===== src/rtl/conv2_layer_ctrl_if.sv =====
// Bundle of the Conv2 sequencer's control, parameter-memory, engine and output-memory signals.
// master = the sequencer, slave = the surrounding memories, engine and register block.
interface conv2_layer_ctrl_if #(
   parameter int OUT_CH     = 16,
   parameter int DATA_WIDTH = 9,
   parameter int WADDR_W    = 11,
   parameter int OADDR_W    = 10
);
   logic                         start;
   logic                         reload_w;
   logic                         abort;
   logic                         busy;
   logic                         done;
   logic                         err;
   logic                         wmem_rd;
   logic [WADDR_W-1:0]           wmem_addr;
   logic signed [DATA_WIDTH-1:0] wmem_rdata;
   logic                         bmem_rd;
   logic [4:0]                   bmem_addr;
   logic [31:0]                  bmem_rdata;
   logic                         w_we;
   logic signed [DATA_WIDTH-1:0] w_data;
   logic [31:0]                  bias [0:OUT_CH-1];
   logic                         lb_start;
   logic                         eng_valid_out;
   logic [31:0]                  eng_data_out;
   logic [4:0]                   eng_out_ch;
   logic [2:0]                   eng_out_row;
   logic [2:0]                   eng_out_col;
   logic                         omem_we;
   logic [OADDR_W-1:0]           omem_addr;
   logic [31:0]                  omem_wdata;

   modport master (
      input  start, reload_w, abort, wmem_rdata, bmem_rdata,
             eng_valid_out, eng_data_out, eng_out_ch, eng_out_row, eng_out_col,
      output busy, done, err, wmem_rd, wmem_addr, bmem_rd, bmem_addr,
             w_we, w_data, bias, lb_start, omem_we, omem_addr, omem_wdata
   );

   modport slave (
      output start, reload_w, abort, wmem_rdata, bmem_rdata,
             eng_valid_out, eng_data_out, eng_out_ch, eng_out_row, eng_out_col,
      input  busy, done, err, wmem_rd, wmem_addr, bmem_rd, bmem_addr,
             w_we, w_data, bias, lb_start, omem_we, omem_addr, omem_wdata
   );
endinterface


===== src/rtl/conv2_layer_ctrl.sv =====
// Conv2 stage sequencer: streams weights to the engine, loads the bias bank,
// kicks the line buffer and scatters pooled engine outputs into a CHW output memory.
module conv2_layer_ctrl #(
   parameter int IN_CH      = 8,
   parameter int OUT_CH     = 16,
   parameter int K_SIZE     = 3,
   parameter int POOL_H     = 7,
   parameter int POOL_W     = 7,
   parameter int DATA_WIDTH = 9,
   parameter int WADDR_W    = 11,
   parameter int OADDR_W    = 10
) (
   input logic                 clk,
   input logic                 rst_n,
   conv2_layer_ctrl_if.master  bus
);
   localparam int N_W    = OUT_CH * K_SIZE * K_SIZE * IN_CH;
   localparam int N_O    = OUT_CH * POOL_H * POOL_W;
   localparam int CNT_W  = $clog2(N_O);
   localparam int BIDX_W = $clog2(OUT_CH);

   typedef enum logic [2:0] {IDLE, LOAD_W, LOAD_B, RUN, DONE} state_t;

   state_t             state;
   logic               w_loaded;
   logic [CNT_W-1:0]   out_cnt;
   logic               w_vld_p1;
   logic               b_vld_p1;
   logic [4:0]         b_addr_p1;
   logic [31:0]        bias_q [0:OUT_CH-1];
   logic               coord_ok;
   logic               abort_act;

   function automatic logic [OADDR_W-1:0] chw_addr(input logic [4:0] ch,
                                                   input logic [2:0] row,
                                                   input logic [2:0] col);
      return OADDR_W'(ch) * OADDR_W'(POOL_H * POOL_W)
           + OADDR_W'(row) * OADDR_W'(POOL_W)
           + OADDR_W'(col);
   endfunction

   assign coord_ok  = ({1'b0, bus.eng_out_ch}  < 6'(OUT_CH))
                   && ({1'b0, bus.eng_out_row} < 4'(POOL_H))
                   && ({1'b0, bus.eng_out_col} < 4'(POOL_W));
   assign abort_act = bus.abort && (state != IDLE);

   assign bus.busy   = (state != IDLE);
   assign bus.w_we   = w_vld_p1;
   assign bus.w_data = w_vld_p1 ? bus.wmem_rdata : '0;
   assign bus.bias   = bias_q;

   // Read-return stage: memory data arrives one cycle after the read request
   always_ff @(posedge clk or negedge rst_n) begin
      if (!rst_n) begin
         w_vld_p1  <= 1'b0;
         b_vld_p1  <= 1'b0;
         b_addr_p1 <= '0;
         for (int i = 0; i < OUT_CH; i++) bias_q[i] <= '0;
      end else begin
         w_vld_p1  <= bus.wmem_rd && !abort_act;
         b_vld_p1  <= bus.bmem_rd && !abort_act;
         b_addr_p1 <= bus.bmem_addr;
         if (b_vld_p1) bias_q[b_addr_p1[BIDX_W-1:0]] <= bus.bmem_rdata;
      end
   end

   // Sequencer and output-write stage
   always_ff @(posedge clk or negedge rst_n) begin
      if (!rst_n) begin
         state          <= IDLE;
         w_loaded       <= 1'b0;
         out_cnt        <= '0;
         bus.done       <= 1'b0;
         bus.err        <= 1'b0;
         bus.wmem_rd    <= 1'b0;
         bus.wmem_addr  <= '0;
         bus.bmem_rd    <= 1'b0;
         bus.bmem_addr  <= '0;
         bus.lb_start   <= 1'b0;
         bus.omem_we    <= 1'b0;
         bus.omem_addr  <= '0;
         bus.omem_wdata <= '0;
      end else begin
         bus.done     <= 1'b0;
         bus.lb_start <= 1'b0;
         bus.omem_we  <= 1'b0;

         case (state)
            IDLE: begin
               if (bus.start && !bus.abort) begin
                  bus.err <= 1'b0;
                  if (bus.reload_w || !w_loaded) begin
                     state         <= LOAD_W;
                     bus.wmem_rd   <= 1'b1;
                     bus.wmem_addr <= '0;
                  end else begin
                     state        <= RUN;
                     bus.lb_start <= 1'b1;
                  end
               end
            end
            LOAD_W: begin
               if (bus.wmem_addr == WADDR_W'(N_W - 1)) begin
                  state         <= LOAD_B;
                  bus.wmem_rd   <= 1'b0;
                  bus.bmem_rd   <= 1'b1;
                  bus.bmem_addr <= '0;
               end else begin
                  bus.wmem_addr <= bus.wmem_addr + 1'b1;
               end
            end
            LOAD_B: begin
               if (bus.bmem_addr == 5'(OUT_CH - 1)) begin
                  state        <= RUN;
                  bus.bmem_rd  <= 1'b0;
                  bus.lb_start <= 1'b1;
                  w_loaded     <= 1'b1;
               end else begin
                  bus.bmem_addr <= bus.bmem_addr + 1'b1;
               end
            end
            RUN: begin
               if (bus.eng_valid_out && coord_ok) begin
                  bus.omem_we    <= 1'b1;
                  bus.omem_addr  <= chw_addr(bus.eng_out_ch, bus.eng_out_row, bus.eng_out_col);
                  bus.omem_wdata <= bus.eng_data_out;
                  if (out_cnt == CNT_W'(N_O - 1)) begin
                     out_cnt  <= '0;
                     state    <= DONE;
                     bus.done <= 1'b1;
                  end else begin
                     out_cnt <= out_cnt + 1'b1;
                  end
               end
            end
            DONE:    state <= IDLE;
            default: state <= IDLE;
         endcase

         // A stray or malformed engine output is flagged and dropped
         if (bus.eng_valid_out && ((state != RUN) || !coord_ok)) bus.err <= 1'b1;

         if (abort_act) begin
            state        <= IDLE;
            out_cnt      <= '0;
            bus.wmem_rd  <= 1'b0;
            bus.bmem_rd  <= 1'b0;
            bus.lb_start <= 1'b0;
            bus.done     <= 1'b0;
            bus.omem_we  <= 1'b0;
            if (state == LOAD_W || state == LOAD_B) w_loaded <= 1'b0;
         end
      end
   end
endmodule


===== src/flat_wrapper.sv =====
// flat-port wrapper written by rule: the top's interface ports become plain ports
module conv2_layer_ctrl_flat 
#(
   parameter int IN_CH      = 8,
   parameter int OUT_CH     = 16,
   parameter int K_SIZE     = 3,
   parameter int POOL_H     = 7,
   parameter int POOL_W     = 7,
   parameter int DATA_WIDTH = 9,
   parameter int WADDR_W    = 11,
   parameter int OADDR_W    = 10
)
  (clk, rst_n, bus_start, bus_reload_w, bus_abort, bus_wmem_rdata, bus_bmem_rdata, bus_eng_valid_out, bus_eng_data_out, bus_eng_out_ch, bus_eng_out_row, bus_eng_out_col, bus_busy, bus_done, bus_err, bus_wmem_rd, bus_wmem_addr, bus_bmem_rd, bus_bmem_addr, bus_w_we, bus_w_data, bus_bias, bus_lb_start, bus_omem_we, bus_omem_addr, bus_omem_wdata);
  conv2_layer_ctrl_if #(.OUT_CH(OUT_CH), .DATA_WIDTH(DATA_WIDTH), .WADDR_W(WADDR_W), .OADDR_W(OADDR_W)) bus_i ();
  input logic clk;
  input logic rst_n;
  input wire logic [$bits(bus_i.start)-1:0] bus_start;
  input wire logic [$bits(bus_i.reload_w)-1:0] bus_reload_w;
  input wire logic [$bits(bus_i.abort)-1:0] bus_abort;
  input wire logic [$bits(bus_i.wmem_rdata)-1:0] bus_wmem_rdata;
  input wire logic [$bits(bus_i.bmem_rdata)-1:0] bus_bmem_rdata;
  input wire logic [$bits(bus_i.eng_valid_out)-1:0] bus_eng_valid_out;
  input wire logic [$bits(bus_i.eng_data_out)-1:0] bus_eng_data_out;
  input wire logic [$bits(bus_i.eng_out_ch)-1:0] bus_eng_out_ch;
  input wire logic [$bits(bus_i.eng_out_row)-1:0] bus_eng_out_row;
  input wire logic [$bits(bus_i.eng_out_col)-1:0] bus_eng_out_col;
  output wire logic [$bits(bus_i.busy)-1:0] bus_busy;
  output wire logic [$bits(bus_i.done)-1:0] bus_done;
  output wire logic [$bits(bus_i.err)-1:0] bus_err;
  output wire logic [$bits(bus_i.wmem_rd)-1:0] bus_wmem_rd;
  output wire logic [$bits(bus_i.wmem_addr)-1:0] bus_wmem_addr;
  output wire logic [$bits(bus_i.bmem_rd)-1:0] bus_bmem_rd;
  output wire logic [$bits(bus_i.bmem_addr)-1:0] bus_bmem_addr;
  output wire logic [$bits(bus_i.w_we)-1:0] bus_w_we;
  output wire logic [$bits(bus_i.w_data)-1:0] bus_w_data;
  output wire logic [$bits(bus_i.bias)-1:0] bus_bias;
  output wire logic [$bits(bus_i.lb_start)-1:0] bus_lb_start;
  output wire logic [$bits(bus_i.omem_we)-1:0] bus_omem_we;
  output wire logic [$bits(bus_i.omem_addr)-1:0] bus_omem_addr;
  output wire logic [$bits(bus_i.omem_wdata)-1:0] bus_omem_wdata;
  assign bus_i.start = bus_start;
  assign bus_i.reload_w = bus_reload_w;
  assign bus_i.abort = bus_abort;
  assign bus_i.wmem_rdata = bus_wmem_rdata;
  assign bus_i.bmem_rdata = bus_bmem_rdata;
  assign bus_i.eng_valid_out = bus_eng_valid_out;
  assign bus_i.eng_data_out = bus_eng_data_out;
  assign bus_i.eng_out_ch = bus_eng_out_ch;
  assign bus_i.eng_out_row = bus_eng_out_row;
  assign bus_i.eng_out_col = bus_eng_out_col;
  assign bus_busy = bus_i.busy;
  assign bus_done = bus_i.done;
  assign bus_err = bus_i.err;
  assign bus_wmem_rd = bus_i.wmem_rd;
  assign bus_wmem_addr = bus_i.wmem_addr;
  assign bus_bmem_rd = bus_i.bmem_rd;
  assign bus_bmem_addr = bus_i.bmem_addr;
  assign bus_w_we = bus_i.w_we;
  assign bus_w_data = bus_i.w_data;
  assign bus_bias = {>>{bus_i.bias}};
  assign bus_lb_start = bus_i.lb_start;
  assign bus_omem_we = bus_i.omem_we;
  assign bus_omem_addr = bus_i.omem_addr;
  assign bus_omem_wdata = bus_i.omem_wdata;
  conv2_layer_ctrl #(.IN_CH(IN_CH), .OUT_CH(OUT_CH), .K_SIZE(K_SIZE), .POOL_H(POOL_H), .POOL_W(POOL_W), .DATA_WIDTH(DATA_WIDTH), .WADDR_W(WADDR_W), .OADDR_W(OADDR_W)) u_core (.clk(clk), .rst_n(rst_n), .bus(bus_i));
endmodule

===== config.mk =====
export PLATFORM = sky130hd
export DESIGN_NAME = conv2_layer_ctrl_flat
export DESIGN_NICKNAME = d
export VERILOG_FILES = /design/src/rtl/conv2_layer_ctrl_if.sv /design/src/rtl/conv2_layer_ctrl.sv /design/src/flat_wrapper.sv
export SDC_FILE = /design/constraint.sdc
export NUM_CORES = 1
export LEC_CHECK = 0
export BUFFER_PORTS_ARGS = -buffer_cell sky130_fd_sc_hd__buf_2
export CORE_AREA = 10 10 256 258
export DETAILED_ROUTE_END_ITERATION = 10
export DIE_AREA = 0 0 266 268
export GPL_ROUTABILITY_DRIVEN = 0
export PLACE_DENSITY_LB_ADDON = 0.2
export SLEW_MARGIN = 15
export SYNTH_ARGS = -nofsm -noshare
export SYNTH_HDL_FRONTEND = slang
export SYNTH_SLANG_ARGS = --single-unit

===== constraint.sdc =====
create_clock -name clk -period 1.9 [get_ports clk]
set_clock_uncertainty 0.2 [all_clocks]
set_input_delay 0.285 -clock clk [delete_from_list [all_inputs] [get_ports clk]]
set_output_delay 0.285 -clock clk [all_outputs]
set_load 0.01 [all_outputs]

==> impl_results.md, run 1 <==
* Design Power at 34,600 µW
* Area growth from synthesis to layout at 45.9%
* Result of the run: finished, violations left
* Initial drt markers at 1,025
* Setup Crit Path Kind: in -> reg
* First-pass GRT wire length at 117 mm
* Detailed-router iteration count before antenna repair at 5
* Leading cell types by total area after synthesis: dfrtp_1 63%, mux2_2 25%, ha_1 1.5%
* Slew HR at 65.6%
* Violated checks: negative hold slack, negative setup slack
* Placement Cell Area at 0.0291 mm²
* Sinks on the clock net at 596
* Layout Nets at 2,564
* Worst path setup slack after routing at -0.756 ns
* Source of the worst hold timing path: bus_eng_out_col[0]
* Non-Filler Instances at 3,271
* Total number of placement rows at 90
* Antenna violations before repair at 0
* Category of the worst setup path launch point: input port
* Leading register cell type out of synthesis: dfrtp_1
* Dpl hpwl at 57.6 mm
* Mean number of vias per cell at 5.11
* Max Slew Vio Count at 0
* Average instance area after synthesis at 15.4 µm²
* Top Ports at 677
* Worst R2R Start: u_core.out_cnt[5]$_DFFE_PN0P_
* Total grt overflow at 0
* Finished Cell Area at 0.0344 mm²
* Final Cycle Share at 140%
* Clock transition time at the flip-flop clock pins of the worst setup and hold paths at 0.06 ns
* Number of remaining DRC errors at 0
* Die area at 0.0713 mm²
* Number of levels in the clock H-tree at 3
* Number of flops mapped to enable cells by yosys at 0
* Placed cell count at 3,025
* Largest net degree at the start of global routing at 95
* Ratio of cells with drive above 1 in the final layout at 65.5%
* Synth async-reset ratio at 100%
* CP max FO at 4
* Initial core utilization at 39.2%
* Critical path endpoint category: flip-flop
* Diodes inserted at 0
* Min-Delay Path Class: in -> reg
* Top cell type by total area after synthesis: dfrtp_1
* Total standard cell area after synthesis at 0.0236 mm²
* Worst setup slack after placement at -1.51 ns
* Total CTS buffers at 66
* Unrepaired setup endpoints after global routing: true
* CTS root buf: clkbuf_16
* Horizontal extent of the die at 266 µm
* Number of global-route vias before repair at 17,725
* Total of buffers placed on input and output ports at 676
* Clk Latency, worst-skew pair at 0.60 ns
* Final worst path period need at 2.66 ns
* Syn. warnings at 0
* Height of the chip at 268 µm
* Achievable frequency at 376 MHz
* Worst Path Arrival at 2.94 ns
* Overall fraction of global-route tracks in use at 21.7%
* Final hold violations at 1
* Drt total wl at 87.4 mm
* Nets in the synthesized netlist at 1,664
* Finish-stage setup viols at 107
* Synthesized flop and latch total at 596
* Post-DRT Antenna Nets at 0
* Top cell type's share of synthesized area at 63.2%
* TritonCTS clock tree: yes
* Leakage power summed over all cells at 0.0178 µW
* Worst-Margin Slew at 0.517 ns
* Drt wl/cell at 26.7 µm
* Sequential area share after synthesis at 63.2%
* Hold WS at -0.0413 ns
* Power density normalized to cell area at 1010 mW/mm²
* CORE AREA at 0.0601 mm²
* Number of vias in the routed layout at 16,729
* Count of cell types in the netlist at 59
* Max-cap violations at 0
* Max rail drop VDD at 883 µV
* Maximum clock insertion buffer count at 3
* Cells after synthesis at 1,536
* Req. time, crit path at 2.19 ns
* Aggregate negative setup slack at -9.56 ns
* Critical Path Source: bus_eng_out_row[1]
* Number of hold buffers added after cts at 52
[cells in the mapped netlist, drive strengths merged, types with 8 or more instances]
master,count
fa,10
ha,28
xnor2,11
a21oi,10
buf,56
nand3,9
dfrtp,596
xor2,12
inv,26
nor2,37
nand4,10
and2,16
nand2,35
nor3,8
o21ai,27
clkbuf,42
mux2,547
[per-layer routing]
layer	share of wire, %	routed length (µm)	GRT usage [%]
met5	0	0	0
met4	3.9	3440	8.31
met3	7.8	6780	7.39
met2	49	42600	37.3
met1	40	34600	24.7
[critical path, cell delays in order]
cell,delay [ns]
buf_8,0.11
ha_4,0.23
fa_1,0.47
inv_1,0.05
fa_1,0.49
inv_2,0.06
ha_4,0.21
a211o_4,0.34
a21oi_4,0.19
o21bai_1,0.11
a21oi_2,0.15
xor2_1,0.15
o21ai_1,0.09
[power breakdown]
part / switching, µW / leakage (µW) / internal (µW)
Clock: 5470 / 0.00117 / 8400
Combinational: 3310 / 0.00884 / 2990
Sequential: 667 / 0.00783 / 13800
[flip-flops by register name (all words and copies together), names as in the netlist]
register	count
u_core.bus.wmem_rd	1
u_core.bus.done	1
u_core.bus.omem_we	1
u_core.bus.omem_wdata	32
u_core.bus.w_we	1
u_core.bus.lb_start	1
u_core.state	3
u_core.bus.bmem_addr	5
u_core.bus.err	1
u_core.bus.omem_addr	10
u_core.b_addr_p1	4
u_core.w_loaded	1
u_core.b_vld_p1	1
u_core.bus.wmem_addr	11
u_core.bus.bias	512
u_core.bus.bmem_rd	1
u_core.out_cnt	10
[area by class of cell]
type	instances	area, µm²
Clock inverter	35	531
Multi-Input combinational cell	818	9320
Sequential cell	596	14900
Timing Repair Buffer	928	6720
Inverter	26	97.6
Clock buffer	86	1860
Tap cell	782	978
Fill cell	4888	25700
[final timing paths]
path                                                        to  slack (ns)  depth (start not counted)
hold reg to reg               u_core.bus.bias[426]$_DFFE_PN0P_        0.29                          1
hold / removal             u_core.bus.omem_addr[0]$_DFFE_PN0P_       -0.04                          3
min in group asynchronous      u_core.bus.bias[38]$_DFFE_PN0P_        0.18                          3
setup reg to reg                   u_core.state[0]$_DFFE_PN0P_       -0.13                          6
max in group asynchronous     u_core.bus.bias[175]$_DFFE_PN0P_        0.48                          3
setup / recovery           u_core.bus.omem_addr[7]$_DFFE_PN0P_       -0.76                         13
[cell usage in the layout (no fill, tap or decap), drive strengths merged, types with 2 or more instances in the layout]
cell type      n
buf          852
dfrtp        596
mux2         547
clkbuf       110
dlygate4sd3   52
nor2          37
nand2         35
inv           32
ha            28
o21ai         27
and2          17
clkinv        15
xor2          12
xnor2         11
bufinv        10
nand4         10
fa            10
a21oi         10
nand3          9
nor3           8
or3            6
a22o           5
nand2b         5
o31ai          5
clkinvlp       4
and3           4
nand3b         3
nor2b          3
or2            2
mux2i          2
a21o           2
o21bai         2
and4           2
[kinds of logic (layout without fill, tap and decap cells)]
family                     Yosys count  in the layout  synth area share [%]
DFF                                596            596                  63.2
and+or+nand+nor                    148            150                  3.55
buffers and inverters              124           1075                  2.34
xor gates and xnor gates            23             23                 0.854
adders and majority gates           38             38                  2.33
AOI/OAI and AO/OA                   58             58                  1.55
muxes                              549            549                  26.2
[metrics by stage]
stage / utilization [%] / hold WS (ns)
detailed placement: 48.3 / -0.0483
CTS: 54.1 / -0.0756
global placement: 48.3 / -0.0510
finish: 57.2 / -0.0413
global route: 57.2 / -0.0667
floorplan: - / -0.211
[repair_timing]
item	CTS	global route
pin swaps	31	45
hold endpoints to repair	765	1
buffers inserted	13	24
resized for setup	93	247
setup endpoints to repair	254	291
gates cloned	5	31
Note: power is estimated with default switching activity, not from simulation.
==> run 2: changes to the inputs <==
--- a/config.mk
+++ b/config.mk
@@ -5,10 +5,12 @@
 export SDC_FILE = /design/constraint.sdc
 export NUM_CORES = 1
 export LEC_CHECK = 0
+export ABC_AREA = 1
 export BUFFER_PORTS_ARGS = -buffer_cell sky130_fd_sc_hd__buf_2
-export CORE_AREA = 10 10 256 258
+export CAP_MARGIN = 20
+export CORE_AREA = 10 10 252 254
 export DETAILED_ROUTE_END_ITERATION = 10
-export DIE_AREA = 0 0 266 268
+export DIE_AREA = 0 0 262 264
 export GPL_ROUTABILITY_DRIVEN = 0
 export PLACE_DENSITY_LB_ADDON = 0.2
 export SLEW_MARGIN = 15
==> run 2 against run 1 <==
  * The run still ends with negative hold slack, negative setup slack left
  * Sequential power shrank 6%
  * Sequential cell count is the same
  * Count of clock-buffer cells in the layout grew 2
  * Synthesized cell count grew 51%
  * Non-clock buffer count shrank 42
  * Combinational power shrank 28%
  * Global-route usage grew 2.5 points
  * Fmax grew 12%
  * Die area shrank 3.0%
  * Critical endpoint is now u_core.bus.omem_addr[9]$_DFFE_PN0P_
==> impl_results.md, run 2 <==
* Worst Path Arrival at 2.69 ns
* Sinks on the clock net at 596
* Total number of placement rows at 89
* Nets in the synthesized netlist at 2,440
* Most repeated library cell on the critical path: nand2_1
* Top library cells by usage in the layout, fill and taps aside: 668 x buf_2, 594 x dfrtp_1, 590 x nand2_1, 394 x o21ai_0, 154 x nor2_1
* Finish-stage setup viols at 10
* Top cell type by total area after synthesis: dfrtp_1
* Layout Nets at 3,245
* Max Slew Vio Count at 0
* Max-cap violations at 0
* Height of the chip at 264 µm
* Die area at 0.0692 mm²
* Number of global-route vias before repair at 19,665
* Number of levels in the clock H-tree at 2
* Drt wl/cell at 22.1 µm
* Worst-Margin Slew at 0.835 ns
* Initial drt markers at 1,473
* Total grt overflow at 0
* Hold WS at -0.0192 ns
* Slowest cell on the critical path: fa_1
* TritonCTS clock tree: yes
* Top Ports at 677
* Cell class contributing the biggest share of worst-path delay: adder cells
* Leakage power summed over all cells at 0.0150 µW
* Critical-path cell list: buf_8 > buf_6 > fa_1 > inv_1 > fa_1 > inv_2 > ha_4 > ha_4 > nand2_4 > nand2_1 > nand2_1 > nand2_1 > nand2_1 > nand3_1 > nand2_1 > nand3_1 > nand2_1
* Overall fraction of global-route tracks in use at 24.2%
* Register-to-Register Path Depth at 6
* Area growth from synthesis to layout at 36.5%
* Clk Latency, worst-skew pair at 0.62 ns
* Category of the worst setup path launch point: input port
* Max reg flops at 512
* Worst Hold Path EP: u_core.bus.omem_addr[0]$_DFFE_PN0P_
* Total of buffers placed on input and output ports at 676
* Slew HR at 44.2%
* Final Cycle Share at 125%
* Finished Cell Area at 0.0312 mm²
* Multi-input gate area in the final layout at 0.00724 mm²
* Synthesized flop and latch total at 596
* Horizontal extent of the die at 262 µm
* Leading cell types by total area after synthesis: dfrtp_1 65%, nand2_1 10%, o21ai_0 8.7%
* Cell with the most instances after synthesis: nand2_1
* Initial core utilization at 39.1%
* Ratio of cells with drive above 1 in the final layout at 31.7%
* Worst Path Buf+Inv at 4
* Top cells by count, synth: 608 x nand2_1, 596 x dfrtp_1, 399 x o21ai_0
* Non-Filler Instances at 3,939
* Dpl hpwl at 62.2 mm
* Diodes inserted at 0
* Number of cells on the worst hold path at 5
* Violated checks: negative hold slack, negative setup slack
* CTS root buf: clkbuf_16
* Highest cell delay on the worst timing path at 0.49 ns
* Drt total wl at 86.9 mm
* Power density normalized to cell area at 974 mW/mm²
* Placement Cell Area at 0.0280 mm²
* Min-Delay Path Class: in -> reg
* Placed cell count at 3,746
* Worst R2R Start: u_core.b_vld_p1$_DFF_PN0_
* Achievable frequency at 420 MHz
* Worst setup slack for register-to-register paths at 0.11 ns
* Total standard cell area after synthesis at 0.0228 mm²
* Average instance area after synthesis at 9.88 µm²
* Total CTS buffers at 60
* Final hold violations at 1
* Sequential area share after synthesis at 65.3%
* Setup Crit Path Kind: in -> reg
* CP max FO at 5
* Most common cell after layout, fill and taps aside: buf_2
* Largest net degree at the start of global routing at 69
* Maximum clock insertion buffer count at 3
* Final worst path period need at 2.38 ns
* Source of the worst hold timing path: bus_eng_out_col[1]
* CORE AREA at 0.0585 mm²
* Worst path setup slack after routing at -0.481 ns
* Critical path endpoint category: flip-flop
* Clock transition time at the flip-flop clock pins of the worst setup and hold paths at 0.06 ns
* Top cell type's share of synthesized area at 65.3%
* Number of flops mapped to enable cells by yosys at 0
* Detailed-router iteration count before antenna repair at 5
* Unrepaired setup endpoints after global routing: true
* Result of the run: finished, violations left
* Leading register cell type out of synthesis: dfrtp_1
* Syn. warnings at 0
* Count of cell types in the netlist at 31
* Mean number of vias per cell at 5.03
* Capturing point of the worst reg2reg path: u_core.bus.bias[289]$_DFFE_PN0P_
* Req. time, crit path at 2.20 ns
* Core occupancy in the finished layout at 53.3%
* Number of vias in the routed layout at 19,799
* Register cell area after layout at 0.0149 mm²
* First-pass GRT wire length at 128 mm
* Number of remaining DRC errors at 0
* Cells after synthesis at 2,312
* Max rail drop VDD at 736 µV
* Synth async-reset ratio at 100%
* Post-DRT Antenna Nets at 0
* Number of fill cells at 5,310
* Antenna violations before repair at 1
==> run 2: cell type report <==
class                           instances  share of cell area [%]
Clock buffer                           88                    5.61
Clock inverter                         23                   0.923
Inverter                              115                    1.39
Multi-Input combinational cell       1458                    23.2
Sequential cell                       596                    47.8
Tap cell                              773                    3.10
Timing Repair Buffer                  886                    17.9
==> run 2: cell families (layout without fill, tap and decap cells) <==
family | count (synthesis) | in the layout | synth area share (%)
simple gates | 849 | 849 | 14.9
flops | 596 | 596 | 65.3
compound gates | 555 | 555 | 12.2
buf+inv | 258 | 1112 | 4.54
fa+ha+maj | 38 | 38 | 2.41
xor+xnor | 16 | 16 | 0.614
==> run 2: timing repair <==
item                                   4_1_cts  5_1_grt
setup endpoints to repair                   21       82
gates resized for setup                     27       51
pin swaps                                   27       18
buffers inserted                             5        5
cloned                                       0        2
endpoints found under the hold margin     1060       13
hold buffers                                72        1
==> run 2: where the power goes <==
| group | internal, µW | switching (µW) |
|---|---|---|
| sequential | 13200 | 431 |
| clock | 7080 | 5080 |
| combinational | 1870 | 2680 |
==> run 2: worst register-to-register path: stages (launching register included) <==
cell and delay, ns:
dfrtp_1 0.45, inv_2 0.08, nor3_4 0.32, nand2_2 0.12, buf_12 0.19, nand2_1 0.22
o21ai_0 0.09
==> run 2: worst max-delay path by stage <==
stage,start,endpoint,slack (ns),cells after the start
floorplan,bus_eng_out_col[2],u_core.bus.omem_addr[6]$_DFFE_PN0P_,-0.94,13
global placement,bus_eng_out_col[2],u_core.bus.omem_addr[8]$_DFFE_PN0P_,-1.18,15
CTS,bus_eng_out_row[0],u_core.bus.omem_addr[8]$_DFFE_PN0P_,-0.46,14
global route,bus_eng_out_col[2],u_core.bus.omem_addr[8]$_DFFE_PN0P_,-0.56,14
finish,bus_eng_out_row[0],u_core.bus.omem_addr[9]$_DFFE_PN0P_,-0.48,17
detailed placement,bus_eng_out_col[2],u_core.bus.omem_addr[6]$_DFFE_PN0P_,-1.25,14
==> run 2: layer usage <==
metal,vias up,part of all wire [%],track usage [%]
met5,-,0,0
met4,0,4.0,9.58
met3,146,8.2,5.84
met2,810,50,41.4
met1,9767,38,28.8
li1,9076,-,-
==> run 2: through the flow <==
step | hold slack (ns) | setup TNS (ns) | total power (µW) | worst slack (ns)
after floorplan | -0.211 | -7.39 | 15800 | -0.936
after global placement | 0.0000806 | -12.26 | 17800 | -1.18
after detailed placement | 0.00837 | -14.26 | 17900 | -1.25
after CTS | -0.0544 | -3.23 | 30300 | -0.460
after global routing | 0.00380 | -5.23 | 31700 | -0.560
final | -0.0192 | -3.41 | 30400 | -0.481
==> run 3: changes to the inputs <==
--- a/config.mk
+++ b/config.mk
@@ -12,6 +12,7 @@
 export DETAILED_ROUTE_END_ITERATION = 10
 export DIE_AREA = 0 0 262 264
 export GPL_ROUTABILITY_DRIVEN = 0
+export HOLD_SLACK_MARGIN = 0.1
 export PLACE_DENSITY_LB_ADDON = 0.2
 export SLEW_MARGIN = 15
 export SYNTH_ARGS = -nofsm -noshare
==> run 3 against run 2 <==
  * The run still ends with negative hold slack, negative setup slack left
  * Sequential cell count unchanged
  * Count of clock-buffer cells in the layout unchanged
  * Global-route usage hardly changed
  * Largest cell class unchanged
  * Highest routed layer unchanged
==> impl_results.md, run 3 (synthesized netlist as in run 2, its figures left out) <==
* Height of the chip at 264 µm
* Max reg flops at 512
* Clk Latency, worst-skew pair at 0.62 ns
* Critical path endpoint category: flip-flop
* Combinational group share of total power at 15.0%
* Initial drt markers at 1,473
* Most common cell after layout, fill and taps aside: buf_2
* Total of buffers placed on input and output ports at 676
* Power density normalized to cell area at 974 mW/mm²
* Internal cell power at 22,200 µW
* Drt wl/cell at 22.1 µm
* Slew HR at 45.2%
* Req. time, crit path at 2.20 ns
* Min-Delay Path Class: in -> reg
* Maximum clock insertion buffer count at 3
* Final hold violations at 1
* Horizontal extent of the die at 262 µm
* Slowest cell on the critical path: fa_1
* Clock share of power at 40.1%
* Total CTS buffers at 60
* Core occupancy in the finished layout at 53.4%
* Critical-path cell list: buf_8 > buf_6 > fa_1 > inv_1 > fa_1 > inv_2 > ha_4 > ha_4 > nand2_4 > nand2_1 > nand2_1 > nand2_1 > nand2_1 > nand3_1 > nand2_1 > nand3_1 > nand2_1
* Drt total wl at 87.0 mm
* Number of remaining DRC errors at 0
* Dpl hpwl at 62.2 mm
* Part of the power in registers at 45.0%
* Area growth from synthesis to layout at 36.6%
* Number of levels in the clock H-tree at 2
* Worst setup slack for register-to-register paths at 0.11 ns
* Total number of placement rows at 89
* Violated checks: negative hold slack, negative setup slack
* Post-DRT Antenna Nets at 0
* Most repeated library cell on the critical path: nand2_1
* Overall fraction of global-route tracks in use at 24.2%
* Mean number of vias per cell at 5.04
* CORE AREA at 0.0585 mm²
* Number of vias in the routed layout at 19,842
* Clock transition time at the flip-flop clock pins of the worst setup and hold paths at 0.06 ns
* Die area at 0.0692 mm²
* First-pass GRT wire length at 128 mm
* Aggregate negative setup slack at -3.42 ns
* Placed cell count at 3,746
* Number of global-route vias before repair at 19,681
* Unrepaired setup endpoints after global routing: true
* Net switching power at 8210 µW
* Layout Nets at 3,246
* Setup Crit Path Kind: in -> reg
* Achievable frequency at 420 MHz
* Worst-Margin Slew at 0.819 ns
* Max-cap violations at 0
* Max Slew Vio Count at 0
* Worst path setup slack after routing at -0.481 ns
* Hold WS at -0.0176 ns
* Top Ports at 677
* CTS root buf: clkbuf_16
* Antenna violations before repair at 1
* Highest cell delay on the worst timing path at 0.49 ns
* Max rail drop VDD at 734 µV
* Non-Filler Instances at 3,940
* Final Cycle Share at 125%
* Category of the worst setup path launch point: input port
* Sinks on the clock net at 596
* Largest net degree at the start of global routing at 69
* Ratio of cells with drive above 1 in the final layout at 31.7%
* Worst Path Arrival at 2.69 ns
* Diodes inserted at 0
* CP max FO at 5
* Switching share of power at 27.0%
* Finish-stage setup viols at 10
* Top library cells by usage in the layout, fill and taps aside: 668 x buf_2, 594 x dfrtp_1, 590 x nand2_1, 394 x o21ai_0, 154 x nor2_1
* Final worst path period need at 2.38 ns
* Total grt overflow at 0
* Initial core utilization at 39.1%
* Detailed-router iteration count before antenna repair at 5
* Result of the run: finished, violations left
* TritonCTS clock tree: yes
* Leakage power summed over all cells at 0.0150 µW
run 3: cell types whose count changed in the layout (fill, tap and decap cells not counted), sizes merged:
cell | previous run | this run
dlygate4sd3 | 72 | 73
run 3: timing repair:
action / in CTS / in global routing
endpoints found under the setup margin: 21 / 82
pin swaps: 27 / 18
hold buffers: 73 / 1
cloned: 0 / 2
endpoints found under the hold margin: 1168 / 14
resized for setup: 27 / 51
buffers inserted: 5 / 5
run 3: power groups by stage:
stage	combinational, µW	sequential [µW]	clock (µW)
final	4550	13700	12200
after global routing	5020	13700	12900
after CTS	4300	13600	12400
after detailed placement	4010	13900	0
after global placement	3940	13800	0
after floorplan	1790	14000	0
run 3: layout make-up:
class / instances / area (µm²)
repair buffers: 887 / 5600
well taps: 773 / 967
clock buffers: 88 / 1750
inverters: 115 / 434
clock inverters: 23 / 288
fillers: 5310 / 27300
multi-input cells: 1458 / 7240
flip-flops and latches: 596 / 14900
run 3: worst paths after layout:
kind | cells past startpoint | to | from
setup / recovery | 17 | u_core.bus.omem_addr[9]$_DFFE_PN0P_ | bus_eng_out_row[0]
hold / removal | 5 | u_core.bus.omem_addr[0]$_DFFE_PN0P_ | bus_eng_out_col[1]
min in group asynchronous | 3 | u_core.bus.bias[243]$_DFFE_PN0P_ | rst_n
max in group asynchronous | 3 | u_core.bus.bias[318]$_DFFE_PN0P_ | rst_n
setup reg to reg | 6 | u_core.bus.bias[289]$_DFFE_PN0P_ | u_core.b_vld_p1$_DFF_PN0_
hold reg to reg | 2 | u_core.bus.omem_wdata[24]$_DFFE_PN0P_ | u_core.bus.omem_wdata[24]$_DFFE_PN0P_
run 3: critical path: cells and delay by family:
family	cells	cell delay, ns
adder cells (fa/ha/maj)	4	1.49
AND/OR/NAND/NOR	9	0.60
buffers and inverters	4	0.30
run 3: through the flow:
step           cell area, µm²  total power (µW)  hold WS (ns)  worst slack, ns
2_1_floorplan           23000             15800        -0.211           -0.936
3_3_place_gp            28000             17800     0.0000806            -1.18
3_5_place_dp            28000             17900       0.00837            -1.25
4_1_cts                 31000             30300       -0.0544           -0.460
5_1_grt                 31200             31700       0.00380           -0.560
6_report                31200             30400       -0.0176           -0.481
run 3: per-layer routing:
| metal | track usage (%) | vias up | share of wire, % |
|---|---|---|---|
| met5 | 0 | - | 0 |
| met4 | 9.58 | 0 | 4.0 |
| met3 | 5.84 | 148 | 8.3 |
| met2 | 41.5 | 829 | 50 |
| met1 | 28.8 | 9775 | 38 |
| li1 | - | 9090 | - |
